[config.mk]
export PLATFORM = sky130hd
export DESIGN_NAME = i2s_rx_fifo
export DESIGN_NICKNAME = d
export VERILOG_FILES = /design/src/rtl/i2s_rx_fifo.sv
export SDC_FILE = /design/constraint.sdc
export NUM_CORES = 1
export LEC_CHECK = 0
export BUFFER_PORTS_ARGS = -buffer_cell sky130_fd_sc_hd__buf_2
export CAP_MARGIN = 15
export CORE_MARGIN = 2
export CORE_UTILIZATION = 55
export DETAILED_ROUTE_END_ITERATION = 8
export GPL_TIMING_DRIVEN = 1
export MAX_ROUTING_LAYER = met4
export PLACE_DENSITY = 0.75
export SYNTH_ARGS = -nofsm -noshare
export SYNTH_HDL_FRONTEND = slang
export SYNTH_SLANG_ARGS = --single-unit
export TNS_END_PERCENT = 100
[constraint.sdc]
create_clock -name HCLK -period 3.41 [get_ports HCLK]
set_input_delay 0.341 -clock HCLK [delete_from_list [all_inputs] [get_ports HCLK]]
set_output_delay 0.341 -clock HCLK [all_outputs]
set_load 0.005 [all_outputs]
[src/rtl/i2s_rx_fifo.sv]
// I2S master receiver. Generates the bit clock and word select, captures one
// channel MSB first with the standard one-bit delay, sign-extends each sample
// to 32 bits and buffers it in a first-word-fall-through FIFO.
//
// Handshake: a sample leaves the FIFO on every rising HCLK edge where
// sample_valid && sample_ready; sample_data is stable while sample_valid is
// high and sample_ready is low, and reads zero whenever the FIFO is empty.
module i2s_rx_fifo #(
    parameter int CLK_DIV    = 4,
    parameter int SAMPLE_W   = 24,
    parameter int FIFO_DEPTH = 8,
    parameter int CHANNEL    = 0,
    localparam int LVL_W     = $clog2(FIFO_DEPTH) + 1
) (
    input  logic             HCLK,
    input  logic             HRESET,
    input  logic             en,
    output logic             i2s_clk,
    output logic             ws,
    input  logic             I2S_in,
    output logic [31:0]      sample_data,
    output logic             sample_valid,
    input  logic             sample_ready,
    output logic [LVL_W-1:0] fifo_level,
    output logic             overflow,
    input  logic             ovf_clr
);

    localparam int   DIV_W = (CLK_DIV > 1) ? $clog2(CLK_DIV) : 1;
    localparam int   AW    = $clog2(FIFO_DEPTH);
    localparam logic CH_WS = (CHANNEL != 0);

    logic [DIV_W-1:0]    div;
    logic [4:0]          bit_cnt;
    logic [SAMPLE_W-1:0] shreg;
    logic                push_req;
    logic [31:0]         push_word;

    logic [31:0]         mem [FIFO_DEPTH];
    logic [AW-1:0]       wr_ptr;
    logic [AW-1:0]       rd_ptr;

    // Clock-generation events, decoded from the divider before it wraps.
    logic div_wrap;
    logic bclk_rise;
    logic in_slot;
    logic in_word;
    logic word_done;

    assign div_wrap  = (div == DIV_W'(CLK_DIV - 1));
    assign bclk_rise = en && div_wrap && !i2s_clk;
    assign in_slot   = (ws == CH_WS);
    assign in_word   = (bit_cnt >= 5'd1) && (bit_cnt <= 5'(SAMPLE_W));
    assign word_done = (bit_cnt == 5'(SAMPLE_W));

    // Shift register with the newly sampled bit appended as LSB.
    logic [SAMPLE_W:0]   shift_ext;
    logic [SAMPLE_W-1:0] new_word;
    logic [31:0]         new_sext;

    assign shift_ext = {shreg, I2S_in};
    assign new_word  = shift_ext[SAMPLE_W-1:0];
    assign new_sext  = {{(32 - SAMPLE_W){new_word[SAMPLE_W-1]}}, new_word};

    // FIFO control.
    logic pop;
    logic full;
    logic wr_en;
    logic drop;

    assign sample_valid = (fifo_level != '0);
    assign sample_data  = sample_valid ? mem[rd_ptr] : 32'h0;
    assign pop          = sample_valid && sample_ready;
    assign full         = (fifo_level == LVL_W'(FIFO_DEPTH));
    assign wr_en        = push_req && (!full || pop);
    assign drop         = push_req && full && !pop;

    // Bit clock divider, bit counter and word select; all idle while en is low.
    always_ff @(posedge HCLK or posedge HRESET) begin
        if (HRESET) begin
            div     <= '0;
            i2s_clk <= 1'b0;
            bit_cnt <= '0;
            ws      <= 1'b0;
        end else if (!en) begin
            div     <= '0;
            i2s_clk <= 1'b0;
            bit_cnt <= '0;
            ws      <= 1'b0;
        end else if (div_wrap) begin
            div     <= '0;
            i2s_clk <= ~i2s_clk;
            if (i2s_clk) begin
                bit_cnt <= bit_cnt + 5'd1;
                if (bit_cnt == 5'd31) begin
                    ws <= ~ws;
                end
            end
        end else begin
            div <= div + DIV_W'(1);
        end
    end

    // Sample I2S_in on the bit-clock rising edge and flag a finished word.
    always_ff @(posedge HCLK or posedge HRESET) begin
        if (HRESET) begin
            shreg     <= '0;
            push_req  <= 1'b0;
            push_word <= '0;
        end else begin
            push_req <= 1'b0;
            if (!en) begin
                shreg <= '0;
            end else if (bclk_rise && in_slot && in_word) begin
                shreg <= new_word;
                if (word_done) begin
                    push_req  <= 1'b1;
                    push_word <= new_sext;
                end
            end
        end
    end

    // Sample storage; contents need no reset because level gates visibility.
    always_ff @(posedge HCLK) begin
        if (wr_en) begin
            mem[wr_ptr] <= push_word;
        end
    end

    // Pointers and occupancy; a push into a full FIFO is accepted when a pop frees a slot.
    always_ff @(posedge HCLK or posedge HRESET) begin
        if (HRESET) begin
            wr_ptr     <= '0;
            rd_ptr     <= '0;
            fifo_level <= '0;
        end else begin
            if (wr_en) begin
                wr_ptr <= wr_ptr + AW'(1);
            end
            if (pop) begin
                rd_ptr <= rd_ptr + AW'(1);
            end
            case ({wr_en, pop})
                2'b10:   fifo_level <= fifo_level + LVL_W'(1);
                2'b01:   fifo_level <= fifo_level - LVL_W'(1);
                default: fifo_level <= fifo_level;
            endcase
        end
    end

    // Sticky overflow; a drop in the same cycle as a clear keeps it set.
    always_ff @(posedge HCLK or posedge HRESET) begin
        if (HRESET) begin
            overflow <= 1'b0;
        end else if (drop) begin
            overflow <= 1'b1;
        end else if (ovf_clr) begin
            overflow <= 1'b0;
        end
    end

endmodule
## Word-level counts from Yosys, hierarchy flattened

Memories as Yosys holds them, arrays and structs flattened.
Cells that the tools add are included.

- Bits in registers: 68
- Memory bits (writable): 256
- Input port bits: 6
- Output and inout bits: 40
- Word-level logic and storage cells: 73
- Memories kept: 1

- Add/subtract/negate cells: 6
- Magnitude comparators: 2
- Eq/ne operators: 10
- Muxes and demuxes: 22
- Bitwise gates (word level): 2
- Reductions and logical operators: 19

Memory list:

| name | depth | width | rd ports | clocked after Yosys merged registers in | write ports | line | source |
|---|---|---|---|---|---|---|---|
| mem | 8 | 32 | 1 | 0 | 1 | 39 | `logic [31:0] mem [FIFO_DEPTH];` |

Operator list:

| kind | count |
|---|---|
| two-way mux 23 bit | 2 |
| two-way mux 32 bit | 1 |
| two-way mux 5 bit | 3 |
| two-way mux 1 bit | 13 |
| equality test 5 bit, second input constant | 2 |
| logical AND 1 bit | 9 |
| != test 2 x 1 -> 1 bit, second input constant | 4 |
| one-hot mux 4 bit (2 select lines) | 1 |
| adder 3 x 1 -> 3 bit, second input constant | 2 |
| AND reduction 3 bit | 2 |
| adder 5 x 1 -> 5 bit, second input constant | 1 |
| greater-or-equal comparator 5 x 1 -> 1 bit, second input constant | 1 |
| less-or-equal comparator 5 bit, second input constant | 1 |
| adder 4 x 1 -> 4 bit, second input constant | 1 |
| equality test 2 bit, second input constant | 2 |
| equality test 4 bit, second input constant | 1 |
| two-way mux 2 bit | 2 |
| nonzero test 2 bit | 2 |
| nonzero test 4 bit | 1 |
| subtractor 4 x 1 -> 4 bit, second input constant | 1 |
| logical NOT 1 bit | 3 |
| adder 2 x 1 -> 2 bit, second input constant | 1 |
| equality test 2 x 1 -> 1 bit, second input constant | 1 |
| NOT 1 bit | 2 |
| 2 further kinds | 2 |

## Depth between registers and ports, before layout

Gate-level depths: netlist of run 1.

- Depth after elaboration: 7
- Gate-level depth with buffers: 9

## Worst setup path after synthesis of run 1

OpenSTA, ideal clock, no wires.

- Kind: register to register
- From: reg fifo_level[1]
- To: mem mem[0][0], enable pin
- Library setup time: 435 ps
- Arrival time: 2797 ps
- Required time: 2975 ps
- Setup slack: 178 ps
- Cell stages (with the launch flop): 7
- Path buffers: 2
- Period minus slack after synthesis: 3232 ps
- Cell sequence: dfrtp_1 > buf_2 > or3_1 > buf_2 > o21a_1 > nand2b_1 > nor3_1

- Cells in the longest elaborated chain, start to end: 6

Ends and longest elaborated chain:

| item | line | source |
|---|---|---|
| from (decl) | 24 | `output logic [LVL_W-1:0] fifo_level,` |
| from (signal assigned) | 145 | `2'b10: fifo_level <= fifo_level + LVL_W'(1);` |
| from (signal assigned) | 146 | `2'b01: fifo_level <= fifo_level - LVL_W'(1);` |
| from (signal assigned) | 147 | `default: fifo_level <= fifo_level;` |
| equality test 4 bit / nonzero test 4 bit (equally long branches) | 74, 71 |  |
| logical NOT 1 bit / logical AND 1 bit (equally long branches) | 75, 73 |  |
| logical OR 1 bit * | 75 | `assign wr_en = push_req && (!full \|\| pop);` |
| logical AND 1 bit * | 75 |  |
| two-way mux 1 bit * | 126 | `if (wr_en) begin` |
| two-way mux 1 bit (not written as such) * | 127 | `mem[wr_ptr] <= push_word;` |
| to (decl) | 39 |  |

Every way passes the cells marked *; elsewhere a longest branch is shown, timed or not.

## Worst setup path in the final report of run 1

- From: reg rd_ptr[1]
- To: out sample_data[20]

- Cells in the longest elaborated chain, start to end: 2

Ends and longest elaborated chain:

| item | line | source |
|---|---|---|
| from (decl) | 41 | `logic [AW-1:0] rd_ptr;` |
| from (signal assigned) | 142 | `rd_ptr <= rd_ptr + AW'(1);` |
| memory read (8 x 32 bit) | - |  |
| two-way mux 32 bit | 72 | `assign sample_data = sample_valid ? mem[rd_ptr] : 32'h0;` |
| to (decl) | 21 | `output logic [31:0] sample_data,` |

No other way between the ends.

==> impl_metrics.env, run 1 <==
export IMPL_tightest_slew_ns=0.9943
export IMPL_endpoint_kind="primary output"
export IMPL_fin_nets=714
export IMPL_core_sq_um=18710
export IMPL_insertion_delay_ns=0.51
export IMPL_crit_fanout=46
export IMPL_synth_avg_cell_area_sq_um=16.33
export IMPL_wl_per_cell_um=20.64
export IMPL_drc=0
export IMPL_setup_tns_ns=0
export IMPL_io_pins=46
export IMPL_area_delta_synth_final_pct=13.17
export IMPL_antennaDiodeCount=0
export IMPL_die_area_sq_um=20210
export IMPL_ys_seq_area_share_pct=71.12
export IMPL_rows=50
export IMPL_status="completed"
export IMPL_drt_first_iter_violations=319
export IMPL_ff2ff_setup_slack_ns=0.57
export IMPL_setup_viol=0
export IMPL_r2r_start="fifo_level[1]"
export IMPL_nFillCells=1267
export IMPL_rsz0062_at_grt="no"
export IMPL_drv_slew=0
export IMPL_die_w_um=142.2
export IMPL_hold_class="in -> async"
export IMPL_ys_seq_elements=260
export IMPL_netSwitchingFraction_pct=18.49
export IMPL_slew_headroom_pct=33.35
export IMPL_tritoncts="done"
export IMPL_syn_nets=657
export IMPL_met3_usage_pct=3.197
export IMPL_clk_path_buf_depth=3
export IMPL_syn_inst=643
export IMPL_dp_hpwl_mm=12.03
export IMPL_comb_power_share_pct=0.6
export IMPL_clkSinkCount=260
export IMPL_drv_cap=0
export IMPL_layout_commonest_cell="edfxtp_1"
export IMPL_synth_top_area_share_pct=54.91
export IMPL_ant_nets=0
export IMPL_power_leakage_nw=4.769
export IMPL_grt_pass1_vias=5988
export IMPL_switching_power_mw=1.135
export IMPL_viasPerCell=5.850
export IMPL_grt_use_met2_pct=36.87
export IMPL_max_freq_ghz=0.3144
export IMPL_die_h_um=142.2
export IMPL_min_period_ns=3.181
export IMPL_path_class="reg -> out"
export IMPL_p_total_mw=6.141
export IMPL_post_cts_repair_setup_buffers=0
export IMPL_final_cell_mix="192 x edfxtp_1, 120 x mux2i_1, 67 x dfrtp_1, 45 x buf_2, 42 x nand2_1"
export IMPL_grt_pass1_wl_mm=31.63
export IMPL_synth_cell_types=41
export IMPL_netlist_area_sq_um=10500
export IMPL_r2r_end="mem[0][6]"
export IMPL_groute_layer_met1_usage_pct=25.12
export IMPL_cts_root_buf="clkbuf_16"
export IMPL_htreeDepth=1
export IMPL_synth_area_top_cells="edfxtp_1 55%, dfrtp_1 16%, mux2i_1 11%"
export IMPL_antenna_found_initial=0
export IMPL_dpl_instance_area_sq_um=11040
export IMPL_required_ns=3.07
export IMPL_seqPwrFrac_pct=54.8
export IMPL_yosysWarnings=0
export IMPL_num_vias=5581
export IMPL_peakVddDrop_v=0.0004045
export IMPL_initial_core_util_pct=56.13
export IMPL_arrival_ns=2.84
export IMPL_grt_util_all_layers_pct=20.96
export IMPL_yosysTopAreaCell="edfxtp_1"
export IMPL_skew_ns=0.007310
export IMPL_internal_power_mw=5.005
export IMPL_grt_overflow_total=0
export IMPL_grt_max_degree=47
export IMPL_drive_gt1_share_pct=21.53
export IMPL_r2r_cells=5
export IMPL_wl_mm=19.70
export IMPL_hold_violations=0
export IMPL_pwr_share_clk_pct=44.5
export IMPL_clk_pin_slew_ns=0.06
export IMPL_period_share_pct=93.28
export IMPL_cts_made_buffers=26
export IMPL_busiest_layer="met2"
export IMPL_cp_start_kind="flip-flop"
export IMPL_drtPass1Iterations=5
export IMPL_final_area_sq_um=11880
export IMPL_io_buffers=45
export IMPL_p_per_area_nw_per_um2=516.8
export IMPL_gp_congestion=0.7872
==> kinds of logic after synthesis <==
family / share of synthesized area [%]
simple gates: 4.123
mux: 14.12
buf+inv: 3.289
compound gates: 5.481
flops: 71.12
xor+xnor: 0.9176
fa+ha+maj: 0.9533
==> flip-flops by register name, summed over array words and instances (netlist names) <==
| name | flops |
|---|---|
| div | 2 |
| fifo_level | 4 |
| mem | 192 |
| push_word | 24 |
| bit_cnt | 5 |
| ws | 1 |
| overflow | 1 |
| rd_ptr | 3 |
| wr_ptr | 3 |
| shreg | 23 |
| push_req | 1 |
| i2s_clk | 1 |
==> through the flow <==
stage	cells	worst slack, ns	hold WS (ns)	utilization [%]
after global placement	906	0.6891	0.4243	59.03
after detailed placement	906	0.5917	0.4359	59.03
after floorplan	643	0.1779	0.4091	-
after CTS	954	0.08095	0.03749	63.49
final	954	0.2292	0.05097	63.53
after global routing	954	0.1267	0.04598	63.53
==> per-layer routing <==
metal,up-vias,share of wire (%)
met5,-,0
met1,2849,41
li1,2554,-
met2,151,53
met3,27,4.5
met4,0,1.9
==> Yosys cell counts <==
library cell / n
nor3_1: 5
edfxtp_1: 192
buf_6: 4
and3_1: 2
o311ai_4: 1
nor3b_1: 1
a21boi_0: 2
mux2i_1: 120
o41ai_2: 1
buf_4: 8
or3_1: 2
nor3_4: 1
a221oi_2: 1
nand4_1: 1
o211ai_1: 1
mux2_2: 25
or4_4: 1
nand3_1: 2
or4b_2: 1
a221o_1: 24
inv_1: 28
xor2_1: 3
dfrtp_1: 68
a221oi_1: 24
o21a_1: 1
nor2_4: 1
a311oi_1: 1
o21ai_0: 1
clkbuf_1: 16
xnor2_1: 8
and2_1: 8
nand2b_1: 6
a21oi_1: 1
nor2b_1: 4
ha_1: 8
o22ai_1: 2
nand2_1: 42
nor4_1: 1
a31oi_1: 1
nor2_1: 9
buf_2: 15
==> power by group through the flow <==
stage	clock (mW)	sequential [mW]	combinational (mW)
3_5_place_dp	0	3.43	0.0412
5_1_grt	2.92	3.37	0.0462
3_3_place_gp	0	3.43	0.0398
4_1_cts	2.78	3.37	0.0411
6_report	2.73	3.37	0.0395
2_1_floorplan	0	3.43	0.0235
==> area by class of cell <==
type,instances,area [sq um],share of cell area (%)
clock inverters,11,111.4,0.9371
flip-flops and latches,260,7471,62.87
multi-input cells,312,2726,22.94
repair buffers,72,452.9,3.812
inverters,28,105.1,0.8845
well taps,234,292.8,2.464
clock buffers,37,723.2,6.086
==> critical path: stages, from the launching register on <==
cell      delay (ns)
dfrtp_4         0.47
buf_4           0.64
mux2i_1         0.17
a221o_1         0.38
a221oi_1        0.42
buf_2           0.21
==> how the worst max path moves through the flow <==
stage	from	end	slack (ns)	cells past startpoint
6_report	rd_ptr[1]	sample_data[20]	0.23	5
5_1_grt	rd_ptr[1]	sample_data[20]	0.13	5
4_1_cts	fifo_level[1]	sample_data[27]	0.08	5
3_5_place_dp	fifo_level[1]	mem[0][3]	0.59	5
3_3_place_gp	fifo_level[1]	mem[0][3]	0.69	5
2_1_floorplan	fifo_level[1]	mem[0][0]	0.18	6
==> what timing repair did <==
| item | CTS | global route |
|---|---|---|
| hold buffers | 0 | 0 |
| endpoints found under the setup margin | 0 | 9 |
| gates resized for setup | 0 | 1 |
No activity file was read; power rests on OpenSTA's default activity.
==> run 2, diff against run 1 <==
--- a/config.mk
+++ b/config.mk
@@ -13,6 +13,7 @@
 export GPL_TIMING_DRIVEN = 1
 export MAX_ROUTING_LAYER = met4
 export PLACE_DENSITY = 0.75
+export SETUP_SLACK_MARGIN = 0.3
 export SYNTH_ARGS = -nofsm -noshare
 export SYNTH_HDL_FRONTEND = slang
 export SYNTH_SLANG_ARGS = --single-unit
==> constraint.sdc (replaced) <==
create_clock -name HCLK -period 3.41 [get_ports HCLK]
set_input_delay 0 -clock HCLK [delete_from_list [all_inputs] [get_ports HCLK]]
set_output_delay 0 -clock HCLK [all_outputs]
set_load 0.02 [all_outputs]
==> impl_metrics.env, run 2 (synthesis results as in run 1) <==
export IMPL_htreeDepth=1
export IMPL_clk_pin_slew_ns=0.06
export IMPL_skew_ns=0.01296
export IMPL_ant_nets=0
export IMPL_r2r_cells=8
export IMPL_rows=50
export IMPL_cts_resized=0
export IMPL_grt_util_all_layers_pct=21.32
export IMPL_r2r_end="fifo_level[2]"
export IMPL_rsz0062_at_grt="no"
export IMPL_cpMaxStageDelayCell="a221oi_1"
export IMPL_status="completed"
export IMPL_antennaDiodeCount=0
export IMPL_crit_fanout=27
export IMPL_tritoncts="done"
export IMPL_gp_congestion=0.8394
export IMPL_post_cts_repair_setup_buffers=0
export IMPL_area_delta_synth_final_pct=13.26
export IMPL_slowest_delay_ns=0.65
export IMPL_period_share_pct=86.24
export IMPL_drv_slew=0
export IMPL_worst_hold_slack_ns=0.2638
export IMPL_drive_gt1_share_pct=20.53
export IMPL_layout_commonest_cell="edfxtp_1"
export IMPL_die_h_um=142.2
export IMPL_holdBufCountCts=7
export IMPL_p_per_area_nw_per_um2=520.8
export IMPL_peakVddDrop_v=0.0003672
export IMPL_core_sq_um=18710
export IMPL_grt_overflow_total=0
export IMPL_drc=0
export IMPL_max_freq_ghz=0.3401
export IMPL_fin_nets=714
export IMPL_ff2ff_setup_slack_ns=0.84
export IMPL_cp_cell_sequence="or3_1 > nor2_4 > a221o_1 > a221oi_1 > buf_2"
export IMPL_grt_pass1_vias=5603
export IMPL_path_buf_inv=1
export IMPL_p_total_mw=6.194
export IMPL_num_vias=5554
export IMPL_cts_root_buf="clkbuf_16"
export IMPL_dp_hpwl_mm=13.14
export IMPL_die_w_um=142.2
export IMPL_r2r_start="fifo_level[3]"
export IMPL_slew_headroom_pct=25.33
export IMPL_tightest_slew_ns=1.115
export IMPL_io_buffers=45
export IMPL_insertion_delay_ns=0.53
export IMPL_setup_tns_ns=0
export IMPL_reg_largest_list="mem: 192 flops, push_word: 24 flops, shreg: 23 flops"
export IMPL_grt_max_degree=51
export IMPL_clkSinkCount=260
export IMPL_hold_violations=0
export IMPL_critPathTopFamily="compound AO/OA/AOI/OAI gates"
export IMPL_min_period_ns=2.941
export IMPL_top_register="mem"
export IMPL_endpoint_kind="primary output"
export IMPL_power_leakage_nw=4.759
export IMPL_die_area_sq_um=20210
export IMPL_drv_cap=0
export IMPL_final_cell_mix="192 x edfxtp_1, 120 x mux2i_1, 67 x dfrtp_1, 45 x buf_2, 42 x nand2_1"
export IMPL_drtPass1Iterations=4
export IMPL_viasPerCell=5.816
export IMPL_largest_reg_flops=192
export IMPL_setup_viol=0
export IMPL_drt_first_iter_violations=491
export IMPL_required_ns=3.41
export IMPL_cts_made_buffers=27
export IMPL_arrival_ns=2.94
export IMPL_io_pins=46
export IMPL_wl_mm=20.22
export IMPL_antenna_found_initial=1
export IMPL_grt_pass1_wl_mm=31.86
export IMPL_clk_path_buf_depth=3
export IMPL_initial_core_util_pct=56.13
export IMPL_path_class="reg -> out"
export IMPL_cp_start_kind="flip-flop"
export IMPL_hold_class="in -> async"
export IMPL_wl_per_cell_um=21.17
[run 2: worst max-delay path by stage]
stage                   from         endpoint  cells after the start
2_1_floorplan  fifo_level[1]  sample_data[24]                      8
3_3_place_gp   fifo_level[1]        mem[5][0]                      5
3_5_place_dp   fifo_level[1]        mem[4][3]                      5
4_1_cts            rd_ptr[1]   sample_data[9]                      5
5_1_grt            rd_ptr[1]  sample_data[23]                      6
6_report       fifo_level[1]  sample_data[22]                      5
[run 2: layer usage]
metal / track usage, % / routed length [um] / part of all wire, % / up-vias
li1: - / - / - / 2547
met5: - / 0 / 0 / -
met2: 33.84 / 9808 / 49 / 172
met4: 4.842 / 305 / 1.5 / 0
met1: 30.06 / 8903 / 44 / 2807
met3: 2.725 / 1202 / 5.9 / 28
[run 2: cell type report]
class | instances | area (sq um)
Sequential cell | 260 | 7471
Tap cell | 234 | 292.8
Fill cell | 1293 | 6813
Clock inverter | 7 | 67.56
Clock buffer | 43 | 785.8
Multi-Input combinational cell | 312 | 2733
Timing Repair Buffer | 71 | 437.9
Inverter | 28 | 105.1
[run 2: through the flow]
stage               util (%)  setup WS (ns)  cell area, sq um  std cells
finish                 63.58         0.4694             11890        955
global route           63.58         0.3346             11890        955
CTS                    63.58         0.4914             11890        955
detailed placement     58.64         0.8836             10970        898
global placement       58.64          1.013             10970        898
floorplan                  -         0.6844             10510        643
[run 2: power by group]
part           switching (mW)  internal, mW  leakage (nW)
clock network            1.13          1.65         0.421
registers             0.00219          3.37          3.03
logic                  0.0287        0.0123          1.31
total                    1.16          5.03          4.76
[run 2: worst reg2reg max path, cell delays in order (launching register included)]
cell	delay, ns
dfrtp_1	0.49
o41ai_2	0.73
nor2_1	0.17
xor2_1	0.20
ha_1	0.25
nand2_1	0.09
nor3_1	0.05
a311oi_1	0.31
xnor2_1	0.19
